**src/rtl/pcs_rx_align_pkg.sv**
```systemverilog
// ============================================================================
//  Module      : pcs_rx_align_pkg
//  Description : Shared definitions for the 100BASE-X receive code-group
//                aligner: 4B5B code-group constants (J, K, T, R, I), the
//                aligner state encoding, the per-bit context/event structs
//                and the single-bit step function used by the aligner.
//                The code-group constants are also intended for reuse by the
//                downstream 4B5B decoder.
//  Revision    : 1.0 - initial release
// ============================================================================
`default_nettype none

package pcs_rx_align_pkg;

  // 4B5B code groups, MSB is the first bit on the wire
  localparam logic [4:0] CG_J  = 5'b11000;
  localparam logic [4:0] CG_K  = 5'b10001;
  localparam logic [4:0] CG_T  = 5'b01101;
  localparam logic [4:0] CG_R  = 5'b00111;
  localparam logic [4:0] CG_I  = 5'b11111;

  // Start-of-stream delimiter as it appears in the 10-bit window
  localparam logic [9:0] CG_JK = {CG_J, CG_K};

  // Counter value seen when the incoming bit is the fifth of a group
  localparam logic [2:0] LAST_BIT_CNT = 3'd4;

  typedef enum logic [1:0] {
    ST_HUNT   = 2'd0,
    ST_LOCKED = 2'd1,
    ST_END    = 2'd2
  } state_t;

  // Everything the aligner carries from one bit to the next
  typedef struct packed {
    state_t     state;
    logic [9:0] window;   // last ten bits, newest in [0]
    logic [2:0] cnt;      // bits of the current group already received
    logic       prev_i;   // previously emitted group was I
  } ctx_t;

  // Things that happened while consuming one bit
  typedef struct packed {
    logic       grp_done;
    logic [4:0] grp;
    logic       sof;
    logic       eof;
    logic       early_end;
  } evt_t;

  typedef struct packed {
    ctx_t ctx;
    evt_t evt;
  } step_t;

  // Consume a single NRZ bit. The aligner chains two calls per cycle so the
  // delimiter search and group framing see every bit individually, which
  // is what lets a /K/ completing on the earlier bit carry the later bit
  // into the first data group.
  function automatic step_t step_bit(input ctx_t c, input logic b);
    step_t      r;
    logic [9:0] win;
    win            = {c.window[8:0], b};
    r.ctx          = c;
    r.ctx.window   = win;
    r.evt          = '0;
    case (c.state)
      ST_HUNT: begin
        if (win == CG_JK) begin
          r.ctx.state  = ST_LOCKED;
          r.ctx.cnt    = '0;
          r.ctx.prev_i = 1'b0;
          r.evt.sof    = 1'b1;
        end
      end
      ST_LOCKED, ST_END: begin
        if (c.cnt == LAST_BIT_CNT) begin
          // Group completes: it is always emitted, then the state reacts
          r.ctx.cnt    = '0;
          r.evt.grp_done = 1'b1;
          r.evt.grp    = win[4:0];
          if (c.state == ST_END) begin
            r.ctx.state  = ST_HUNT;
            r.ctx.prev_i = 1'b0;
            if (win[4:0] == CG_R) begin
              r.evt.eof = 1'b1;
            end else begin
              r.evt.early_end = 1'b1;
            end
          end else if (win[4:0] == CG_T) begin
            r.ctx.state  = ST_END;
            r.ctx.prev_i = 1'b0;
          end else if ((win[4:0] == CG_I) && c.prev_i) begin
            r.ctx.state     = ST_HUNT;
            r.ctx.prev_i    = 1'b0;
            r.evt.early_end = 1'b1;
          end else begin
            r.ctx.prev_i = (win[4:0] == CG_I);
          end
        end else begin
          r.ctx.cnt = c.cnt + 3'd1;
        end
      end
      default: begin
        // Unused encoding: fall back to searching
        r.ctx.state  = ST_HUNT;
        r.ctx.cnt    = '0;
        r.ctx.prev_i = 1'b0;
      end
    endcase
    return r;
  endfunction

endpackage

`default_nettype wire

```
**src/rtl/pcs_rx_align.sv**
```systemverilog
// ============================================================================
//  Module      : pcs_rx_align
//  Description : 100BASE-X receive code-group aligner. Takes 0-2 NRZ bits per
//                cycle from the NRZI decoder, hunts for /J/K/, locks 5-bit
//                alignment and emits aligned code groups until /T/R/, /I/I/
//                or loss of signal, then hunts again.
//  Ports       : clk        - sole clock
//                rst_n      - asynchronous active-low reset
//                signal_ok  - PMD signal detect, low forces HUNT
//                nrz[1:0]   - NRZ bits, [1] earlier in time than [0]
//                nrz_valid  - 0 none, 1 nrz[1] only, [1] set both bits
//                code[4:0]  - aligned code group, [4] first received bit
//                code_valid - one-cycle strobe, code holds a new group
//                locked     - high in LOCKED and END
//                sof        - pulse when /J/K/ is found
//                eof        - pulse on return to HUNT after /T/R/
//                early_end  - pulse on /I/I/ or signal loss while locked
//  Revision    : 1.0 - initial release
// ============================================================================
`default_nettype none

module pcs_rx_align
  import pcs_rx_align_pkg::*;
(
  input  logic       clk,
  input  logic       rst_n,
  input  logic       signal_ok,
  input  logic [1:0] nrz,
  input  logic [1:0] nrz_valid,
  output logic [4:0] code,
  output logic       code_valid,
  output logic       locked,
  output logic       sof,
  output logic       eof,
  output logic       early_end
);

  // Aligner state
  state_t     state;
  logic [9:0] window;
  logic [2:0] cnt;
  logic       prev_i;

  ctx_t       ctx_cur;
  ctx_t       ctx_nxt;
  step_t      step0;
  step_t      step1;
  evt_t       evt0;
  evt_t       evt1;

  // Next output values, registered below
  logic [4:0] code_d;
  logic       code_valid_d;
  logic       locked_d;
  logic       sof_d;
  logic       eof_d;
  logic       early_end_d;

  assign ctx_cur = '{state: state, window: window, cnt: cnt, prev_i: prev_i};

  // The earlier bit (nrz[1]) is consumed first; the later bit sees the
  // context the earlier one left behind.
  assign step0 = step_bit(ctx_cur, nrz[1]);
  assign step1 = step_bit(step0.ctx, nrz[0]);

  // --------------------------------------------------------------------------
  // State register
  // --------------------------------------------------------------------------
  always_ff @(posedge clk or negedge rst_n) begin
    if (!rst_n) begin
      state  <= ST_HUNT;
      window <= '0;
      cnt    <= '0;
      prev_i <= 1'b0;
    end else begin
      state  <= ctx_nxt.state;
      window <= ctx_nxt.window;
      cnt    <= ctx_nxt.cnt;
      prev_i <= ctx_nxt.prev_i;
    end
  end

  // --------------------------------------------------------------------------
  // Next-state logic. Loss of signal overrides anything the bits of the same
  // cycle would have done, including a completing group.
  // --------------------------------------------------------------------------
  always_comb begin
    ctx_nxt = ctx_cur;
    evt0    = '0;
    evt1    = '0;
    if (!signal_ok) begin
      ctx_nxt = '{state: ST_HUNT, window: '0, cnt: '0, prev_i: 1'b0};
    end else if (nrz_valid[1]) begin
      ctx_nxt = step1.ctx;
      evt0    = step0.evt;
      evt1    = step1.evt;
    end else if (nrz_valid[0]) begin
      ctx_nxt = step0.ctx;
      evt0    = step0.evt;
    end
  end

  // --------------------------------------------------------------------------
  // Output logic. With at most two bits per cycle only one of evt0/evt1 can
  // carry a completed group.
  // --------------------------------------------------------------------------
  always_comb begin
    code_valid_d = evt0.grp_done | evt1.grp_done;
    code_d       = evt0.grp_done ? evt0.grp : evt1.grp;
    sof_d        = evt0.sof | evt1.sof;
    eof_d        = evt0.eof | evt1.eof;
    early_end_d  = evt0.early_end | evt1.early_end |
                   (!signal_ok && (state != ST_HUNT));
    locked_d     = (ctx_nxt.state != ST_HUNT);
  end

  // --------------------------------------------------------------------------
  // Output registers; code keeps the last emitted group between strobes
  // --------------------------------------------------------------------------
  always_ff @(posedge clk or negedge rst_n) begin
    if (!rst_n) begin
      code       <= '0;
      code_valid <= 1'b0;
      locked     <= 1'b0;
      sof        <= 1'b0;
      eof        <= 1'b0;
      early_end  <= 1'b0;
    end else begin
      if (code_valid_d) begin
        code <= code_d;
      end
      code_valid <= code_valid_d;
      locked     <= locked_d;
      sof        <= sof_d;
      eof        <= eof_d;
      early_end  <= early_end_d;
    end
  end

endmodule

`default_nettype wire
```
**config.mk**
```make
export PLATFORM = sky130hd
export DESIGN_NAME = pcs_rx_align
export DESIGN_NICKNAME = d
export VERILOG_FILES = /design/src/rtl/pcs_rx_align_pkg.sv /design/src/rtl/pcs_rx_align.sv
export SDC_FILE = /design/constraint.sdc
export NUM_CORES = 1
export LEC_CHECK = 0
export BUFFER_PORTS_ARGS = -buffer_cell sky130_fd_sc_hd__buf_2
export CAP_MARGIN = 15
export CORE_MARGIN = 2
export CORE_UTILIZATION = 53
export DETAILED_ROUTE_END_ITERATION = 7
export PLACE_DENSITY = 0.73
export SLEW_MARGIN = 25
export SYNTH_ARGS = -nofsm -noshare
export SYNTH_HDL_FRONTEND = slang
export SYNTH_SLANG_ARGS = --single-unit
```
**constraint.sdc**
```tcl
create_clock -name clk -period 4.6 [get_ports clk]
set_clock_uncertainty 0.2 [all_clocks]
set_input_delay 0.69 -clock clk [delete_from_list [all_inputs] [get_ports clk]]
set_output_delay 0.69 -clock clk [all_outputs]
set_load 0.05 [all_outputs]
```
==> metrics.yaml <==
status: "finished, final reports clean"
drt_iter0_drc: 108
crit_path_end_kind: "flop"
avgSynthCellArea_sq_um: 8.70
ys_seq_area_frac: 0.314
num-fill-cells: 338
wirelength_microns: 4840
yosysWarnings: 0
wire_per_inst_microns: 17.3
grt_remaining_overflow: 0
place_ws_ps: 935
multi_input_area_sq_mm: 0.00121
drv_slew: 0
maxSlewHeadroom: 0.610
crit_family: "compound AO/OA/AOI/OAI gates"
synth.distinct_cells: 51
synth_compound_area_frac: 0.273
grt_pass1_vias: 1666
insertedDiodeCount: 0
die_area_sq_mm: 0.00426
path_cells: "nor4b_2, a41oi_2, a22oi_1, nor2_1, inv_1, ha_1, nor3b_1, o21a_1, nand3_1, a21oi_1, a2bb2oi_1"
ant_nets: 0
clk_path_buf_depth: 2
fmax_mhz: 288
final_common_cell: "nor2_1"
path_clk_slew_ps: 90
synth_top_family_by_area: "compound AO/OA/AOI/OAI gates"
rows: 22
post-route-period-util: 0.754
yosysTopAreaCell: "dfrtp_1"
hold_buffers: 0
synth-xor-area-share: 0
dp_hpwl_microns: 3400
worst_pin_slew_ps: 585
grt_pass1_wl_microns: 8090
yosys.area_share.simple: 0.215
routed_via_density: 6.39
synthMuxAreaShare: 0.0565
fp.dieW_microns: 65.3
reg2reg_depth: 11
synth_top_area_frac: 0.314
r2r_start: "window[1]$_DFFE_PN0P_"
antenna_found_initial: 0
fin_setup_tns_ps: 0
clockRootBuffer: "clkbuf_8"
synth.area.top_cells: "dfrtp_1 (31%), ha_1 (6.3%), nor2_1 (5.5%)"
crit_arrival_ps: 3470
rrSetupSlack_ps: 1130
synthAdderAreaFrac: 0.0628
cp.required_ps: 4600
cts.sinks: 25
synth_nets: 246
synthToLayoutAreaGrowth_pct: 4.77
criticalPathCategory: "flop to flop"
post-route-drc-count: 0
cts_made_buffers: 3
final-hold-violation-count: 0
cts_tree: "done"
critPathMaxStageDelay_ps: 520
clock_latency_ps: 270
layout-drive-gt1-share: 0.139
synth_ff_type: "dfrtp_1"
synth_edf_count: 0
rr_endpoint: "code[2]$_DFFE_PN0P_"
netlist_area_sq_mm: 0.00199
cts.htree.levels: 1
cts-resized-gates: 0
start_util: 0.548
maxCapViolations: 0
seqCellArea_sq_um: 626
grt_max_degree: 32
rsz0062_at_grt: "false"
ys_async_sr_fraction: 1.00
syn-instance-count: 229
hold_class: "input pin to asynchronous set/reset pin"
worstPathMaxFanout: 11
cp.buffers_inverters: 1
critPathLaunchType: "flop"
period_needed_ps: 3470
p_leak_uw: 0.000856
ios: 17
firstDrtPassIters: 5
grt_usage: 0.244
power_density_mw_per_mm2: 214
final_cell_mix: "nor2_1 (29), dfrtp_1 (25), a21oi_1 (17)"
yosys_register_bits: 25
post_cts_buffers: 0
crit_path_top_delay_cell: "dfrtp_1"
core_region_area_sq_mm: 0.00363
gp_congestion: 0.909
die_y_microns: 65.3
setup_ws_ps: 1130
setup_viol: 0
io_buffers: 16
max-vdd-ir-drop_uv: 125
fin_nets: 249
vias: 1783
worst reg2reg max path, delay by kind of cell, from the launching register on:
family	cells	cell delay [ps]
compound gates	5	1400
flops	1	520
simple gates	4	1020
buf+inv	1	90
fa+ha+maj	1	150
logic make-up (layout without fill, tap and decap cells):
logic type                 Yosys count  in the layout
DFF                                 25             25
AOI/OAI and AO/OA                   69             69
buffers and inverters               35             37
adders and majority gates           10             10
and+or+nand+nor                     79             79
muxes                               11             11
stage by stage:
step	util	cells	hold WS (ps)	total power, uW	instance area (sq um)
floorplan	-	229	194	294	1990
global placement	0.561	275	338	311	2040
detailed placement	0.561	275	328	312	2040
CTS	0.574	279	228	448	2090
global route	0.574	279	245	466	2090
finish	0.574	279	205	446	2090
synth_stat cells (all sizes together), types with 3 or more instances:
library cell  count
nand4             6
a41oi             3
nand3             7
mux2i             9
ha               10
nor3              5
nand2b            3
nor2             29
o21ai             8
a2bb2oi           6
a21oi            17
dfrtp            25
a211oi            8
buf               8
clkbuf           10
nand2             9
o2111ai           3
o22ai             7
nor4bb            3
inv              16
sequential cells by signal (all words and copies together) (netlist names):
name and cells:
early_end 1, state 2, code_valid 1, prev_i 1, window 9, code 5
eof 1, sof 1, cnt 3, locked 1
power breakdown:
part           switching (uW)  leakage (uW)  internal (uW)
clock                    75.7     0.0000217           61.5
combinational            48.2      0.000497           21.3
sequential               11.7      0.000338            228
total                     136      0.000856            310
metal layers:
layer / vias up / track usage / routed length [microns]
met4: 0 / 0.0495 / 44
met5: - / 0 / 0
li1: 849 / - / -
met1: 840 / 0.354 / 2220
met3: 7 / 0.0531 / 436
met2: 87 / 0.376 / 2140
worst max path at each step:
| stage | to | slack (ps) | cells past startpoint | from |
|---|---|---|---|---|
| 2_1_floorplan | prev_i$_DFFE_PN0P_ | 1400 | 13 | nrz[1] |
| 3_3_place_gp | code[4]$_DFFE_PN0P_ | 920 | 12 | nrz[1] |
| 3_5_place_dp | code[3]$_DFFE_PN0P_ | 930 | 12 | nrz[1] |
| 4_1_cts | code[3]$_DFFE_PN0P_ | 1140 | 11 | window[1]$_DFFE_PN0P_ |
| 5_1_grt | code[2]$_DFFE_PN0P_ | 710 | 11 | window[1]$_DFFE_PN0P_ |
| 6_report | code[2]$_DFFE_PN0P_ | 1130 | 11 | window[1]$_DFFE_PN0P_ |
cell type report:
class                      instances  area share
multi-input combinational        169       0.579
sequential                        25       0.300
timing repair buffer              16      0.0384
inverter                          17      0.0306
tap                               48      0.0288
clock buffer                       3      0.0198
clock inverter                     1     0.00360
(Power assumes the default switching activity.)
